**config.mk**
```make
export PLATFORM = sky130hd
export DESIGN_NAME = lowampa_trigger_scaler_flat
export DESIGN_NICKNAME = d
export VERILOG_FILES = /design/src/rtl/lowampa_trigger_scaler_pkg.sv /design/src/rtl/lowampa_trigger_scaler_if.sv /design/src/rtl/lowampa_trigger_scaler_holdoff_count.sv /design/src/rtl/lowampa_trigger_scaler.sv /design/src/flat_wrapper.sv
export SDC_FILE = /design/constraint.sdc
export NUM_CORES = 1
export LEC_CHECK = 0
export ABC_AREA = 1
export BUFFER_PORTS_ARGS = -buffer_cell sky130_fd_sc_hd__buf_2
export CAP_MARGIN = 20
export CORE_MARGIN = 4
export CORE_UTILIZATION = 62
export DETAILED_ROUTE_END_ITERATION = 12
export GPL_TIMING_DRIVEN = 0
export PLACE_DENSITY = 0.8
export SLEW_MARGIN = 30
export SYNTH_ARGS = -nofsm -noshare
export SYNTH_HDL_FRONTEND = slang
export SYNTH_SLANG_ARGS = --single-unit
```
**constraint.sdc**
```tcl
create_clock -name clk_i -period 2.1 [get_ports clk_i]
set_input_delay 0.525 -clock clk_i [delete_from_list [all_inputs] [get_ports clk_i]]
set_output_delay 0.525 -clock clk_i [all_outputs]
set_load 0.005 [all_outputs]
```
**src/rtl/lowampa_trigger_scaler_pkg.sv**
```systemverilog
// Shared trigger-scaler definitions: trigger bit map, counter width, counter type.
// No logic; constants and types only.
// Imported by the scaler top, its per-bit slice and the readout interface.
package lowampa_trig_pkg;

    // Raw trigger vector layout from the beam stage: {B thr1, B thr0, A thr1, A thr0}
    localparam int NTRIG   = 4;
    localparam int TRIG_A0 = 0;
    localparam int TRIG_A1 = 1;
    localparam int TRIG_B0 = 2;
    localparam int TRIG_B1 = 3;

    localparam int CNTBITS  = 16;
    localparam int HOLDBITS = 8;

    typedef logic [CNTBITS-1:0] scaler_cnt_t;

endpackage

```
**src/rtl/lowampa_trigger_scaler_if.sv**
```systemverilog
// Scaler readout bus: count select, latched count, valid/ack handshake, overrun flag.
// scalData is registered on the scaler side, one cycle behind scalSel.
// The consumer acknowledges a latched set with scalAck; ack while not valid is ignored.
//   master: scaler side (drives scalData, scalValid, overrun)
//   slave : consumer side (drives scalSel, scalAck)
interface lowampa_trigger_scaler_if #(
    parameter int NTRIG   = lowampa_trig_pkg::NTRIG,
    parameter int CNTBITS = lowampa_trig_pkg::CNTBITS
);
    logic [$clog2(NTRIG)-1:0] scalSel;
    logic [CNTBITS-1:0]       scalData;
    logic                     scalValid;
    logic                     scalAck;
    logic                     overrun;

    modport master (
        input  scalSel,
        input  scalAck,
        output scalData,
        output scalValid,
        output overrun
    );

    modport slave (
        output scalSel,
        output scalAck,
        input  scalData,
        input  scalValid,
        input  overrun
    );
endinterface

```
**src/rtl/lowampa_trigger_scaler_holdoff_count.sv**
```systemverilog
// One trigger bit: holdoff (dead time) gate, registered accept pulse, saturating live counter.
// Latency: pulse 1 cycle after an accepted trigger; nextCnt is combinational (live + this cycle).
// No backpressure: triggers arriving during holdoff are dropped, never queued.
//   in : clk_i, rst_ni, run (active gate), clear (gate terminal), trig, holdoff
//   out: pulse, nextCnt
module lowampa_trig_holdoff_count #(
    parameter int CNTBITS  = lowampa_trig_pkg::CNTBITS,
    parameter int HOLDBITS = lowampa_trig_pkg::HOLDBITS
) (
    input  logic                clk_i,
    input  logic                rst_ni,
    input  logic                run,
    input  logic                clear,
    input  logic                trig,
    input  logic [HOLDBITS-1:0] holdoff,
    output logic                pulse,
    output logic [CNTBITS-1:0]  nextCnt
);

    logic [HOLDBITS-1:0] holdCnt;
    logic [CNTBITS-1:0]  live;
    logic                accept;
    logic                atMax;

    assign accept  = run && trig && (holdCnt == '0);
    assign atMax   = (live == {CNTBITS{1'b1}});
    // Includes this cycle's acceptance so the terminal latch loses nothing
    assign nextCnt = (accept && !atMax) ? live + 1'b1 : live;

    always_ff @(posedge clk_i or negedge rst_ni) begin
        if (!rst_ni) begin
            holdCnt <= '0;
            live    <= '0;
            pulse   <= 1'b0;
        end else if (!run) begin
            holdCnt <= '0;
            live    <= '0;
            pulse   <= 1'b0;
        end else begin
            pulse <= accept;
            // holdoff is only sampled here; later changes do not disturb a running count
            if (accept)
                holdCnt <= holdoff;
            else if (holdCnt != '0)
                holdCnt <= holdCnt - 1'b1;
            live <= clear ? '0 : nextCnt;
        end
    end

endmodule

```
**src/rtl/lowampa_trigger_scaler.sv**
```systemverilog
// Trigger scaler: holdoff-gated trigger pulses plus per-bit rate counts over a fixed gate window.
// Latency: trig_o 1 cycle after trig_i; scalData 1 cycle after scalSel; counts latched at gate end.
// No backpressure: an unacknowledged set is overwritten at the next gate end and overrun is flagged.
//   clk_i, rst_ni       : clock, async active-low reset
//   enable_i            : run enable; dropping it discards the partial gate
//   trig_i / trig_o     : raw trigger levels in, gated single-cycle pulses out
//   holdoff_i           : dead time in cycles (0 = none)
//   scalIf (master)     : latched-count readout with valid/ack and overrun
module lowampa_trigger_scaler
    import lowampa_trig_pkg::*;
#(
    parameter int NTRIG    = lowampa_trig_pkg::NTRIG,
    parameter int CNTBITS  = lowampa_trig_pkg::CNTBITS,
    parameter int GATE_LEN = 125000,
    parameter int HOLDBITS = lowampa_trig_pkg::HOLDBITS
) (
    input  logic                clk_i,
    input  logic                rst_ni,
    input  logic                enable_i,
    input  logic [NTRIG-1:0]    trig_i,
    input  logic [HOLDBITS-1:0] holdoff_i,
    output logic [NTRIG-1:0]    trig_o,
    lowampa_trigger_scaler_if.master scalIf
);

    localparam int                  GATEBITS  = $clog2(GATE_LEN);
    localparam logic [GATEBITS-1:0] GATE_LAST = GATEBITS'(GATE_LEN - 1);

    localparam logic [0:0] ST_IDLE = 1'b0;
    localparam logic [0:0] ST_RUN  = 1'b1;

    logic [0:0]          state;
    logic [GATEBITS-1:0] gateCnt;
    logic                active;
    logic                terminal;
    logic                ackValid;
    logic [CNTBITS-1:0]  nextCnt [NTRIG];
    logic [CNTBITS-1:0]  latched [NTRIG];

    // Gating with enable_i makes the first enable-low cycle already inert,
    // so a terminal coinciding with the drop latches nothing.
    assign active   = (state == ST_RUN) && enable_i;
    assign terminal = active && (gateCnt == GATE_LAST);
    assign ackValid = scalIf.scalAck && scalIf.scalValid;

    always_ff @(posedge clk_i or negedge rst_ni) begin
        if (!rst_ni) begin
            state <= ST_IDLE;
        end else begin
            case (state)
                ST_IDLE: if (enable_i)  state <= ST_RUN;
                ST_RUN:  if (!enable_i) state <= ST_IDLE;
                default: state <= ST_IDLE;
            endcase
        end
    end

    always_ff @(posedge clk_i or negedge rst_ni) begin
        if (!rst_ni)
            gateCnt <= '0;
        else if (!active || terminal)
            gateCnt <= '0;
        else
            gateCnt <= gateCnt + 1'b1;
    end

    for (genvar n = 0; n < NTRIG; n++) begin : g_bit
        lowampa_trig_holdoff_count #(
            .CNTBITS  (CNTBITS),
            .HOLDBITS (HOLDBITS)
        ) u_hold (
            .clk_i   (clk_i),
            .rst_ni  (rst_ni),
            .run     (active),
            .clear   (terminal),
            .trig    (trig_i[n]),
            .holdoff (holdoff_i),
            .pulse   (trig_o[n]),
            .nextCnt (nextCnt[n])
        );
    end

    always_ff @(posedge clk_i or negedge rst_ni) begin
        if (!rst_ni) begin
            for (int n = 0; n < NTRIG; n++) latched[n] <= '0;
        end else if (terminal) begin
            for (int n = 0; n < NTRIG; n++) latched[n] <= nextCnt[n];
        end
    end

    always_ff @(posedge clk_i or negedge rst_ni) begin
        if (!rst_ni)
            scalIf.scalData <= '0;
        else
            scalIf.scalData <= latched[scalIf.scalSel];
    end

    // A latch beats a same-cycle ack; the ack still consumed the old set,
    // so overrun only sets when the old set was never acknowledged.
    always_ff @(posedge clk_i or negedge rst_ni) begin
        if (!rst_ni) begin
            scalIf.scalValid <= 1'b0;
            scalIf.overrun   <= 1'b0;
        end else if (terminal) begin
            scalIf.scalValid <= 1'b1;
            if (scalIf.scalValid)
                scalIf.overrun <= !scalIf.scalAck;
        end else if (ackValid) begin
            scalIf.scalValid <= 1'b0;
            scalIf.overrun   <= 1'b0;
        end
    end

endmodule

```
**src/flat_wrapper.sv**
```systemverilog
// flat-port wrapper written by rule: the top's interface ports become plain ports
module lowampa_trigger_scaler_flat import lowampa_trig_pkg::*;
#(
    parameter int NTRIG    = lowampa_trig_pkg::NTRIG,
    parameter int CNTBITS  = lowampa_trig_pkg::CNTBITS,
    parameter int GATE_LEN = 125000,
    parameter int HOLDBITS = lowampa_trig_pkg::HOLDBITS
)
  (clk_i, rst_ni, enable_i, trig_i, holdoff_i, trig_o, scalIf_scalSel, scalIf_scalAck, scalIf_scalData, scalIf_scalValid, scalIf_overrun);
  lowampa_trigger_scaler_if #(.NTRIG(NTRIG), .CNTBITS(CNTBITS)) scalIf_i ();
  input  logic clk_i;
  input  logic rst_ni;
  input  logic enable_i;
  input  logic [NTRIG-1:0] trig_i;
  input  logic [HOLDBITS-1:0] holdoff_i;
  output logic [NTRIG-1:0] trig_o;
  input wire logic [$bits(scalIf_i.scalSel)-1:0] scalIf_scalSel;
  input wire logic [$bits(scalIf_i.scalAck)-1:0] scalIf_scalAck;
  output wire logic [$bits(scalIf_i.scalData)-1:0] scalIf_scalData;
  output wire logic [$bits(scalIf_i.scalValid)-1:0] scalIf_scalValid;
  output wire logic [$bits(scalIf_i.overrun)-1:0] scalIf_overrun;
  assign scalIf_i.scalSel = scalIf_scalSel;
  assign scalIf_i.scalAck = scalIf_scalAck;
  assign scalIf_scalData = scalIf_i.scalData;
  assign scalIf_scalValid = scalIf_i.scalValid;
  assign scalIf_overrun = scalIf_i.overrun;
  lowampa_trigger_scaler #(.NTRIG(NTRIG), .CNTBITS(CNTBITS), .GATE_LEN(GATE_LEN), .HOLDBITS(HOLDBITS)) u_core (.clk_i(clk_i), .rst_ni(rst_ni), .enable_i(enable_i), .trig_i(trig_i), .holdoff_i(holdoff_i), .trig_o(trig_o), .scalIf(scalIf_i));
endmodule
```
==> report_table.html, run 1 <==
<table>
<tr><th>Metric</th><th>Value</th></tr>
<tr><th colspan="2">Power and ir drop</th></tr>
<tr><td>Part of the power in registers</td><td>0.484</td></tr>
<tr><td>Cell internal power dissipation</td><td>5936 uW</td></tr>
<tr><td>Combinational cell fraction of total power</td><td>0.140</td></tr>
<tr><td>Ratio of total power to cell area</td><td>~700 nW/um^2</td></tr>
<tr><td>Switching power summed over all nets</td><td>~2400 uW</td></tr>
<tr><td>Maximum vdd drop</td><td>roughly 630 uV</td></tr>
<tr><td>Share of total power in the clock network</td><td>0.376</td></tr>
<tr><td>Leakage power</td><td>0.005774 uW</td></tr>
<tr><td>Switching part of the total</td><td>0.2899</td></tr>
<tr><th colspan="2">Timing</th></tr>
<tr><td>Setup violation total in the final timing report</td><td>0</td></tr>
<tr><td>Fin. max-slew vios</td><td>0</td></tr>
<tr><td>Clock skew after layout</td><td>0.01202 ns</td></tr>
<tr><td>Final total negative setup slack</td><td>0 ns</td></tr>
<tr><td>Slew HR</td><td>0.7040</td></tr>
<tr><td>Final period demand of the worst path</td><td>1.994 ns</td></tr>
<tr><td>Unrepaired setup endpoints after global routing</td><td>yes</td></tr>
<tr><td>Number of hold-slack violations in the final timing report</td><td>0</td></tr>
<tr><td>Hold_ws</td><td>around 0.23 ns</td></tr>
<tr><td>Highest clock rate</td><td>between 500 and 600 MHz</td></tr>
<tr><td>Final critical-path share of the clock period</td><td>0.9495</td></tr>
<tr><td>Worst slew pin tran</td><td>0.4440 ns</td></tr>
<tr><th colspan="2">Logic synthesis</th></tr>
<tr><td>Dominant synthesized flop cell</td><td>dfrtp_1</td></tr>
<tr><td>Post-synthesis area per instance</td><td>between 7 and 8 um^2</td></tr>
<tr><td>Post-synth top cells</td><td>nand2_1, dfrtp_1, nor2_1</td></tr>
<tr><td>Share of Yosys cell area claimed by the top area cell type</td><td>0.4676</td></tr>
<tr><td>Number of warnings reported in the yosys synthesis log</td><td>0</td></tr>
<tr><td>Post-Synthesis Net Count</td><td>1467</td></tr>
<tr><td>Post-synthesis sequential element count</td><td>200</td></tr>
<tr><td>Cell Area, Synth</td><td>10700 um^2</td></tr>
<tr><td>Cell taking the most area after synthesis</td><td>dfrtp_1</td></tr>
<tr><td>Async set-or-reset flop fraction in the synthesized netlist</td><td>1.000</td></tr>
<tr><td>Unique masters post-synth</td><td>37</td></tr>
<tr><td>Gate count of the mapped netlist</td><td>between 1000 and 1500</td></tr>
<tr><td>Number of enable-type register cells in the synthesized netlist</td><td>0</td></tr>
<tr><td>Top cells by area in the synthesized netlist</td><td>dfrtp_1, nand2_1, nor2_1</td></tr>
<tr><td>Cell with the most instances after synthesis</td><td>nand2_1</td></tr>
<tr><td>Sequential area share after synthesis</td><td>0.4676</td></tr>
<tr><th colspan="2">Critical path</th></tr>
<tr><td>Crit start category</td><td>flip-flop</td></tr>
<tr><td>Data required, critical path</td><td>roughly 2.4 ns</td></tr>
<tr><td>Arrival time worst endpoint</td><td>between 2 and 2.5 ns</td></tr>
<tr><td>Critical path capture point type</td><td>flip-flop</td></tr>
<tr><td>Critical path class</td><td>reg -&gt; reg</td></tr>
<tr><td>Worst Path Max Fanout</td><td>10</td></tr>
<tr><th colspan="2">Global route</th></tr>
<tr><td>Aggregate global-route resource usage</td><td>0.2743</td></tr>
<tr><td>Wire length of the first global-routing pass</td><td>43.70 mm</td></tr>
<tr><td>Vias in the first global route</td><td>approximately 9000</td></tr>
<tr><td>Pin count of the biggest net entering global routing</td><td>84</td></tr>
<tr><td>Initial antenna violation count</td><td>0</td></tr>
<tr><td>Grt total ovfl</td><td>0</td></tr>
<tr><th colspan="2">Floorplanning</th></tr>
<tr><td>Number of primary I/O pins</td><td>40</td></tr>
<tr><td>Area of the placeable core</td><td>~17000 um^2</td></tr>
<tr><td>DIE AREA</td><td>just under 20000 um^2</td></tr>
<tr><td>Number of standard-cell rows in the floorplan</td><td>47</td></tr>
<tr><td>Y dimension of the die</td><td>roughly 140 um</td></tr>
<tr><td>Initial Util</td><td>0.6387</td></tr>
<tr><td>Die width</td><td>139.4 um</td></tr>
<tr><th colspan="2">Job</th></tr>
<tr><td>Max Cap Violations</td><td>0</td></tr>
<tr><th colspan="2">CTS</th></tr>
<tr><td># H-tree levels</td><td>4</td></tr>
<tr><td>Clock latency on the worst-skew pair</td><td>approximately 0.44 ns</td></tr>
<tr><td>Register clock-pin slew on the reported worst setup and hold paths</td><td>about 0.08 ns</td></tr>
<tr><td>Maximum buffer depth of the clock tree</td><td>2</td></tr>
<tr><td>Clock root buffer</td><td>clkbuf_16</td></tr>
<tr><td>Clock buffers created by TritonCTS</td><td>17</td></tr>
<tr><td>CTS tree</td><td>done</td></tr>
<tr><td>Number of sinks driven by the clock tree</td><td>200</td></tr>
<tr><th colspan="2">Routing</th></tr>
<tr><td>Post-route DRC</td><td>0</td></tr>
<tr><td>Detailed Route Iter0 Violations</td><td>810</td></tr>
<tr><td>Average wire per cell in the routed design</td><td>about 15 um</td></tr>
<tr><td>Number of antenna-violating nets in the routed design</td><td>0</td></tr>
<tr><td>Via-per-instance ratio</td><td>between 5 and 6</td></tr>
<tr><td>Routed via count</td><td>9364</td></tr>
<tr><td>Total Wirelength</td><td>26.14 mm</td></tr>
<tr><td>Number of search-and-repair iterations in the first detailed-routing pass</td><td>5</td></tr>
<tr><th colspan="2">Final layout</th></tr>
<tr><td>Filler cells</td><td>1384</td></tr>
<tr><td>Area Overhead vs Synth</td><td>11.01%</td></tr>
<tr><td>Number of nets in the layout</td><td>around 1500</td></tr>
<tr><td>Proportion of layout cells with a drive suffix above 1</td><td>0.1061</td></tr>
<tr><td>ANT cells</td><td>0</td></tr>
<tr><th colspan="2">Status</th></tr>
<tr><td>Status</td><td>finished clean</td></tr>
<tr><th colspan="2">Placed design</th></tr>
<tr><td>Port bufs</td><td>39</td></tr>
<tr><td>Detailed placer's ending HPWL</td><td>about 19 mm</td></tr>
<tr><td>Final RePlAce weighted congestion</td><td>0.9970</td></tr>
<tr><th colspan="2">Worst hold path</th></tr>
<tr><td>Worst hold path class</td><td>in -&gt; reg</td></tr>
</table>
-- layout make-up --
class,instances,area (um^2),area share
sequential,200,5005,0.4212
multi-input combinational,1064,4987,0.4197
inverter,134,503.0,0.04233
clock buffer,17,425.4,0.03580
timing repair buffer,46,300.3,0.02527
tap,220,275.3,0.02317
buffer,42,252.7,0.02127
clock inverter,15,133.9,0.01127
-- final timing paths --
path                                        startpoint  slack [ns]  cells past startpoint                                       endpoint
setup / recovery           u_core.gateCnt[0]$_DFF_PN0_        0.11                      8       u_core.g_bit[0].u_hold.live[6]$_DFF_PN0_
min in group asynchronous                       rst_ni        0.57                      2  u_core.g_bit[3].u_hold.holdCnt[3]$_DFFE_PN0P_
hold reg to reg            u_core.gateCnt[0]$_DFF_PN0_        0.46                      1                    u_core.gateCnt[0]$_DFF_PN0_
max in group asynchronous                       rst_ni        0.80                      3                 u_core.latched[17]$_DFFE_PN0P_
setup reg to reg           u_core.gateCnt[0]$_DFF_PN0_        0.11                      8       u_core.g_bit[0].u_hold.live[6]$_DFF_PN0_
hold / removal                                enable_i        0.23                      1                         u_core.state$_DFF_PN0_
-- power by group through the flow --
stage / sequential, uW / clock (uW) / combinational, uW
after CTS: 4040 / 3190 / 1150
final: 4050 / 3140 / 1170
after detailed placement: 4120 / 0 / 1140
after global routing: 4060 / 3370 / 1330
after floorplan: 4110 / 0 / 787
after global placement: 4110 / 0 / 1090
-- flip-flops by register name, summed over array words and instances (netlist names) --
register / cells
u_core.g_bit.u_hold.pulse: 4
u_core.g_bit.u_hold.holdCnt: 32
u_core.latched: 64
u_core.state: 1
u_core.scalIf.overrun: 1
u_core.gateCnt: 17
u_core.scalIf.scalData: 16
u_core.g_bit.u_hold.live: 64
u_core.scalIf.scalValid: 1
-- cells by family after synthesis --
logic type / share of synthesized area
and+or+nand+nor: 0.3190
DFF: 0.4676
AOI/OAI and AO/OA: 0.09351
buffers and inverters: 0.06932
xor gates and xnor gates: 0.04009
adders and majority gates: 0.01052
-- cell usage in the layout, fill, tap and decap left out, types with 5 or more instances in the layout --
cell type / instances
o21ai_1: 10
a21oi_1: 53
nand3_1: 58
o21ai_0: 84
nor2_2: 5
xnor2_1: 15
nor2_4: 9
ha_1: 9
o22ai_1: 24
nand2_2: 15
dfrtp_1: 200
clkbuf_2: 9
nor2_1: 195
buf_2: 42
clkbuf_1: 14
buf_4: 14
o21ai_2: 7
nand2_1: 492
nor3_1: 9
clkbuf_16: 17
inv_6: 8
inv_2: 8
inv_1: 126
nand4_1: 24
xor2_1: 34
-- stage by stage --
step           power (uW)  utilization  instance area [um^2]  instances  worst slack, ns
3_5_place_dp         5260       0.6706                 11240       1701          -0.1518
4_1_cts              8385       0.7052                 11820       1734        -0.009382
3_3_place_gp         5199       0.6667                 11170       1699           -2.785
6_report             8359       0.7090                 11880       1738           0.1061
5_1_grt              8755       0.7090                 11880       1738        -0.008369
2_1_floorplan        4893            -                 10700       1440           0.4711
-- metal layers --
layer	global-route usage	wire (um)	up-vias
met5	0	0	-
met1	0.3851	11640	4340
met3	0.04322	1427	49
met2	0.4425	12400	280
met4	0.08548	672	0
li1	-	-	4695
-- critical path: stages (launching register included) --
cell	delay (ns)
dfrtp_1	0.37
ha_1	0.17
nand2_1	0.10
nor3_1	0.24
nand3_2	0.19
nand2_2	0.23
clkbuf_4	0.30
buf_4	0.21
nor2_1	0.06
-- what timing repair did --
item	CTS	global route
hold buffers	1	0
endpoints found under the hold margin	9	0
setup endpoints to repair	42	95
pin swaps	0	1
gates resized for setup	4	19
setup buffers	0	4
Note: power is estimated with default switching activity, not from simulation.
==> run 2, diff against run 1 <==
- CORE_UTILIZATION: 62 -> 67
- PLACE_DENSITY: 0.8 -> 0.85
- REMOVE_ABC_BUFFERS: not set -> 1
- clock period: 2.1 -> 2.5 ns (I/O delays scaled with it)
==> run 2 against run 1 <==
Worst setup slack improved by 0.086 ns. Clock skew about the same. Global-route usage increased by 1.1 points. Hold slack got worse by 0.15 ns. Critical path depth increased by 3. Utilization increased by 4.9 points. Sequential power decreased by 16%. Die area decreased by 7.0%. Combinational power decreased by 21%. Fmax decreased by 14%. Sequential cell count unchanged. Register-to-register slack improved by 0.09 ns.
==> report_table.html, run 2 (synthesized netlist as in run 1, its figures left out) <==
<table>
<tr><th>Metric</th><th>Value</th></tr>
<tr><th colspan="2">Status</th></tr>
<tr><td>Status</td><td>finished clean</td></tr>
<tr><th colspan="2">Global route</th></tr>
<tr><td>Initial antenna violation count</td><td>0 (unchanged)</td></tr>
<tr><td>Wire length of the first global-routing pass</td><td>41.67 mm (-4.6%)</td></tr>
<tr><td>Aggregate global-route resource usage</td><td>0.2852 (+0.01085)</td></tr>
<tr><td>Vias in the first global route</td><td>8695 (-1.6%)</td></tr>
<tr><td>Pin count of the biggest net entering global routing</td><td>82 (-2.4%)</td></tr>
<tr><td>Grt total ovfl</td><td>0 (unchanged)</td></tr>
<tr><th colspan="2">Critical path</th></tr>
<tr><td>Maximum single-stage delay on the critical path</td><td>0.43 ns (+0.06 ns)</td></tr>
<tr><td>Capturing point of the worst reg2reg path</td><td>u_core.latched[55]$_DFFE_PN0P_</td></tr>
<tr><td>Critical path capture point type</td><td>flip-flop</td></tr>
<tr><td>Library cell contributing the largest single delay on the critical path</td><td>nor2_4</td></tr>
<tr><td>Data required, critical path</td><td>2.84 ns (+0.41 ns)</td></tr>
<tr><td>Top Family by Delay on Critical Path</td><td>simple AND/OR/NAND/NOR gates</td></tr>
<tr><td>Arrival time worst endpoint</td><td>2.65 ns (+0.33 ns)</td></tr>
<tr><td>Critical path buffer and inverter count</td><td>2 (unchanged)</td></tr>
<tr><td>Cell repeated most along the worst path</td><td>nand2_1</td></tr>
<tr><td>Worst reg2reg startpoint</td><td>u_core.g_bit[0].u_hold.holdCnt[0]$_DFFE_PN0P_</td></tr>
<tr><td>Critical-path cell list</td><td>inv_1, ha_1, nand2_2, nor2_4, nand2_2, nor2_4, inv_2, nand2_1, nand2_1, nand2_1, nand2_1</td></tr>
<tr><td>Crit start category</td><td>flip-flop</td></tr>
<tr><td>Number of cells on the worst reg-to-reg path</td><td>11 (+3)</td></tr>
<tr><td>Worst Path Max Fanout</td><td>19 (+9)</td></tr>
<tr><td>Reg2Reg Setup Slack</td><td>0.19 ns (+0.09 ns)</td></tr>
<tr><td>Critical path class</td><td>reg -&gt; reg</td></tr>
<tr><th colspan="2">Final layout</th></tr>
<tr><td>Largest registers</td><td>u_core.g_bit.u_hold.live: 64 flops, u_core.latched: 64 flops, u_core.g_bit.u_hold.holdCnt: 32 flops</td></tr>
<tr><td>Number of nets in the layout</td><td>1488 (-2.9%)</td></tr>
<tr><td>ANT cells</td><td>0 (unchanged)</td></tr>
<tr><td>Most used cells in the layout excluding fill and tap cells</td><td>nand2_1, dfrtp_1, nor2_1</td></tr>
<tr><td>Most common cell after layout, fill and taps aside</td><td>nand2_1</td></tr>
<tr><td>Layout Cells excl Fill</td><td>1685 (-3.0%)</td></tr>
<tr><td>Area Overhead vs Synth</td><td>9.316%</td></tr>
<tr><td>Proportion of layout cells with a drive suffix above 1</td><td>0.08752 (-0.01854)</td></tr>
<tr><td>Fraction of the core area covered by cells at the end of the flow</td><td>0.7585 (+0.04948)</td></tr>
<tr><td>Design area</td><td>11700 um^2 (-1.5%)</td></tr>
<tr><th colspan="2">CTS</th></tr>
<tr><td>Clock buffers created by TritonCTS</td><td>17 (unchanged)</td></tr>
<tr><td>Maximum buffer depth of the clock tree</td><td>2 (unchanged)</td></tr>
<tr><td># H-tree levels</td><td>4 (unchanged)</td></tr>
<tr><td>Hold buffer count at cts</td><td>0 (-1)</td></tr>
<tr><td>Register clock-pin slew on the reported worst setup and hold paths</td><td>0.08 ns (about the same)</td></tr>
<tr><td>Clock root buffer</td><td>clkbuf_16</td></tr>
<tr><td>CTS tree</td><td>done</td></tr>
<tr><td>Number of sinks driven by the clock tree</td><td>200 (unchanged)</td></tr>
<tr><td>Clock latency on the worst-skew pair</td><td>0.45 ns (about the same)</td></tr>
<tr><th colspan="2">Routing</th></tr>
<tr><td>Number of antenna-violating nets in the routed design</td><td>0 (unchanged)</td></tr>
<tr><td>Routed via count</td><td>9377 (+0.14%)</td></tr>
<tr><td>Total Wirelength</td><td>24.82 mm (-5.1%)</td></tr>
<tr><td>Detailed Route Iter0 Violations</td><td>804 (-0.74%)</td></tr>
<tr><td>Post-route DRC</td><td>0 (unchanged)</td></tr>
<tr><td>Via-per-instance ratio</td><td>5.565 (+3.3%)</td></tr>
<tr><td>Number of search-and-repair iterations in the first detailed-routing pass</td><td>7 (+2)</td></tr>
<tr><td>Average wire per cell in the routed design</td><td>14.73 um (-2.1%)</td></tr>
<tr><th colspan="2">Timing</th></tr>
<tr><td>Slew HR</td><td>0.4084 (-0.2956)</td></tr>
<tr><td>Worst slew pin tran</td><td>0.8864 ns (+0.4424 ns)</td></tr>
<tr><td>Final critical-path share of the clock period</td><td>0.9232 (-0.02629)</td></tr>
<tr><td>Fin. max-slew vios</td><td>0 (unchanged)</td></tr>
<tr><td>Setup violation total in the final timing report</td><td>0 (unchanged)</td></tr>
<tr><td>Highest clock rate</td><td>433.3 MHz (-14%)</td></tr>
<tr><td>Number of hold-slack violations in the final timing report</td><td>0 (unchanged)</td></tr>
<tr><td>Final period demand of the worst path</td><td>2.308 ns (+0.3140 ns)</td></tr>
<tr><td>Clock skew after layout</td><td>0.01246 ns (+0.0004414 ns)</td></tr>
<tr><td>Unrepaired setup endpoints after global routing</td><td>no</td></tr>
<tr><td>Hold_ws</td><td>0.08260 ns (-0.1472 ns)</td></tr>
<tr><td>Minimum setup slack in the final design</td><td>0.1921 ns (+0.08595 ns)</td></tr>
<tr><th colspan="2">Job</th></tr>
<tr><td>Max Cap Violations</td><td>0 (unchanged)</td></tr>
<tr><th colspan="2">Placed design</th></tr>
<tr><td>Instance area at placement</td><td>11080 um^2 (-1.4%)</td></tr>
<tr><td>Placed cells</td><td>1653 (-2.8%)</td></tr>
<tr><td>Port bufs</td><td>39 (unchanged)</td></tr>
<tr><td>Worst slack after detailed placement</td><td>-0.002699 ns (+0.1491 ns)</td></tr>
<tr><td>Final RePlAce weighted congestion</td><td>0.9001 (-9.7%)</td></tr>
<tr><td>Detailed placer's ending HPWL</td><td>16.98 mm (-12%)</td></tr>
<tr><th colspan="2">Floorplanning</th></tr>
<tr><td>DIE AREA</td><td>18060 um^2 (-7.0%)</td></tr>
<tr><td>Initial Util</td><td>0.6938 (+0.05517)</td></tr>
<tr><td>Die width</td><td>134.4 um (-3.6%)</td></tr>
<tr><td>Area of the placeable core</td><td>15430 um^2 (-8.0%)</td></tr>
<tr><td>Number of standard-cell rows in the floorplan</td><td>45 (-4.3%)</td></tr>
<tr><td>Number of primary I/O pins</td><td>40 (unchanged)</td></tr>
<tr><td>Y dimension of the die</td><td>134.4 um (-3.6%)</td></tr>
<tr><th colspan="2">Power and ir drop</th></tr>
<tr><td>Maximum vdd drop</td><td>532.3 uV (-16%)</td></tr>
<tr><td>Leakage power</td><td>0.005655 uW (-2.1%)</td></tr>
<tr><td>Ratio of total power to cell area</td><td>616.6 nW/um^2 (-12%)</td></tr>
<tr><th colspan="2">Worst hold path</th></tr>
<tr><td>Worst hold path class</td><td>in -&gt; async</td></tr>
</table>
-- run 2: cell count changes in the layout (fill, tap and decap cells not counted), moves of 2 or more --
cell,previous run,this run
buf_4,14,0
clkbuf_1,14,0
clkbuf_2,9,0
inv_6,8,3
buf_2,42,38
bufinv_16,0,3
buf_16,2,4
buf_6,2,0
buf_8,3,1
nand2_2,15,13
-- run 2: through the flow --
step | total power (uW) | TNS, ns
after floorplan | 4075 | -36.06
after global placement | 4317 | -691.23
after detailed placement | 4364 | -0.004197
after CTS | 7230 | 0
after global routing | 7519 | 0
final | 7215 | 0
-- run 2: area by class of cell --
class                   count  area (um^2)
well taps                 211        264.0
clock inverters            15        191.4
inverters                 134        505.5
flip-flops and latches    200         5005
clock buffers              17        425.4
repair buffers             44        335.3
multi-input cells        1064         4975
fillers                  1148         3726
-- run 2: per-layer routing --
metal,wire length (um),GRT usage,part of all wire,vias to the layer above
met3,1246,0.05476,0.050,50
met5,0,0,0,-
met2,12030,0.4615,0.48,284
met4,572,0.08880,0.023,0
met1,10970,0.3936,0.44,4442
li1,-,-,-,4601
-- run 2: worst max-delay path by stage --
stage	cells after the start	endpoint	startpoint	slack, ns
floorplan	8	u_core.latched[48]$_DFFE_PN0P_	u_core.gateCnt[0]$_DFF_PN0_	-0.59
global placement	1	u_core.g_bit[1].u_hold.live[14]$_DFF_PN0_	rst_ni	-2.47
detailed placement	9	u_core.latched[18]$_DFFE_PN0P_	enable_i	-0.003
CTS	11	u_core.latched[55]$_DFFE_PN0P_	u_core.g_bit[0].u_hold.holdCnt[0]$_DFFE_PN0P_	0.17
global route	11	u_core.latched[55]$_DFFE_PN0P_	u_core.g_bit[0].u_hold.holdCnt[0]$_DFFE_PN0P_	0.002
finish	11	u_core.latched[55]$_DFFE_PN0P_	u_core.g_bit[0].u_hold.holdCnt[0]$_DFFE_PN0P_	0.19
-- run 2: worst reg2reg max path, stage by stage (launching register included) --
cell and delay (ns):
dfrtp_1 0.39, inv_1 0.14, ha_1 0.27, nand2_2 0.11, nor2_4 0.12, nand2_2 0.18, nor2_4 0.44, inv_2 0.18
nand2_1 0.15, nand2_1 0.10, nand2_1 0.08, nand2_1 0.05
-- run 2: power breakdown --
| group | total [uW] | internal, uW | leakage, uW | switching, uW |
|---|---|---|---|---|
| combinational | 923 | 307 | 0.00259 | 616 |
| clock | 2890 | 1600 | 0.000302 | 1290 |
| sequential | 3400 | 3330 | 0.00276 | 68.6 |
-- run 2: repair_timing --
action	CTS	global route
pin swaps	0	1
resized for setup	1	0
setup buffers	0	0
setup endpoints to repair	5	2
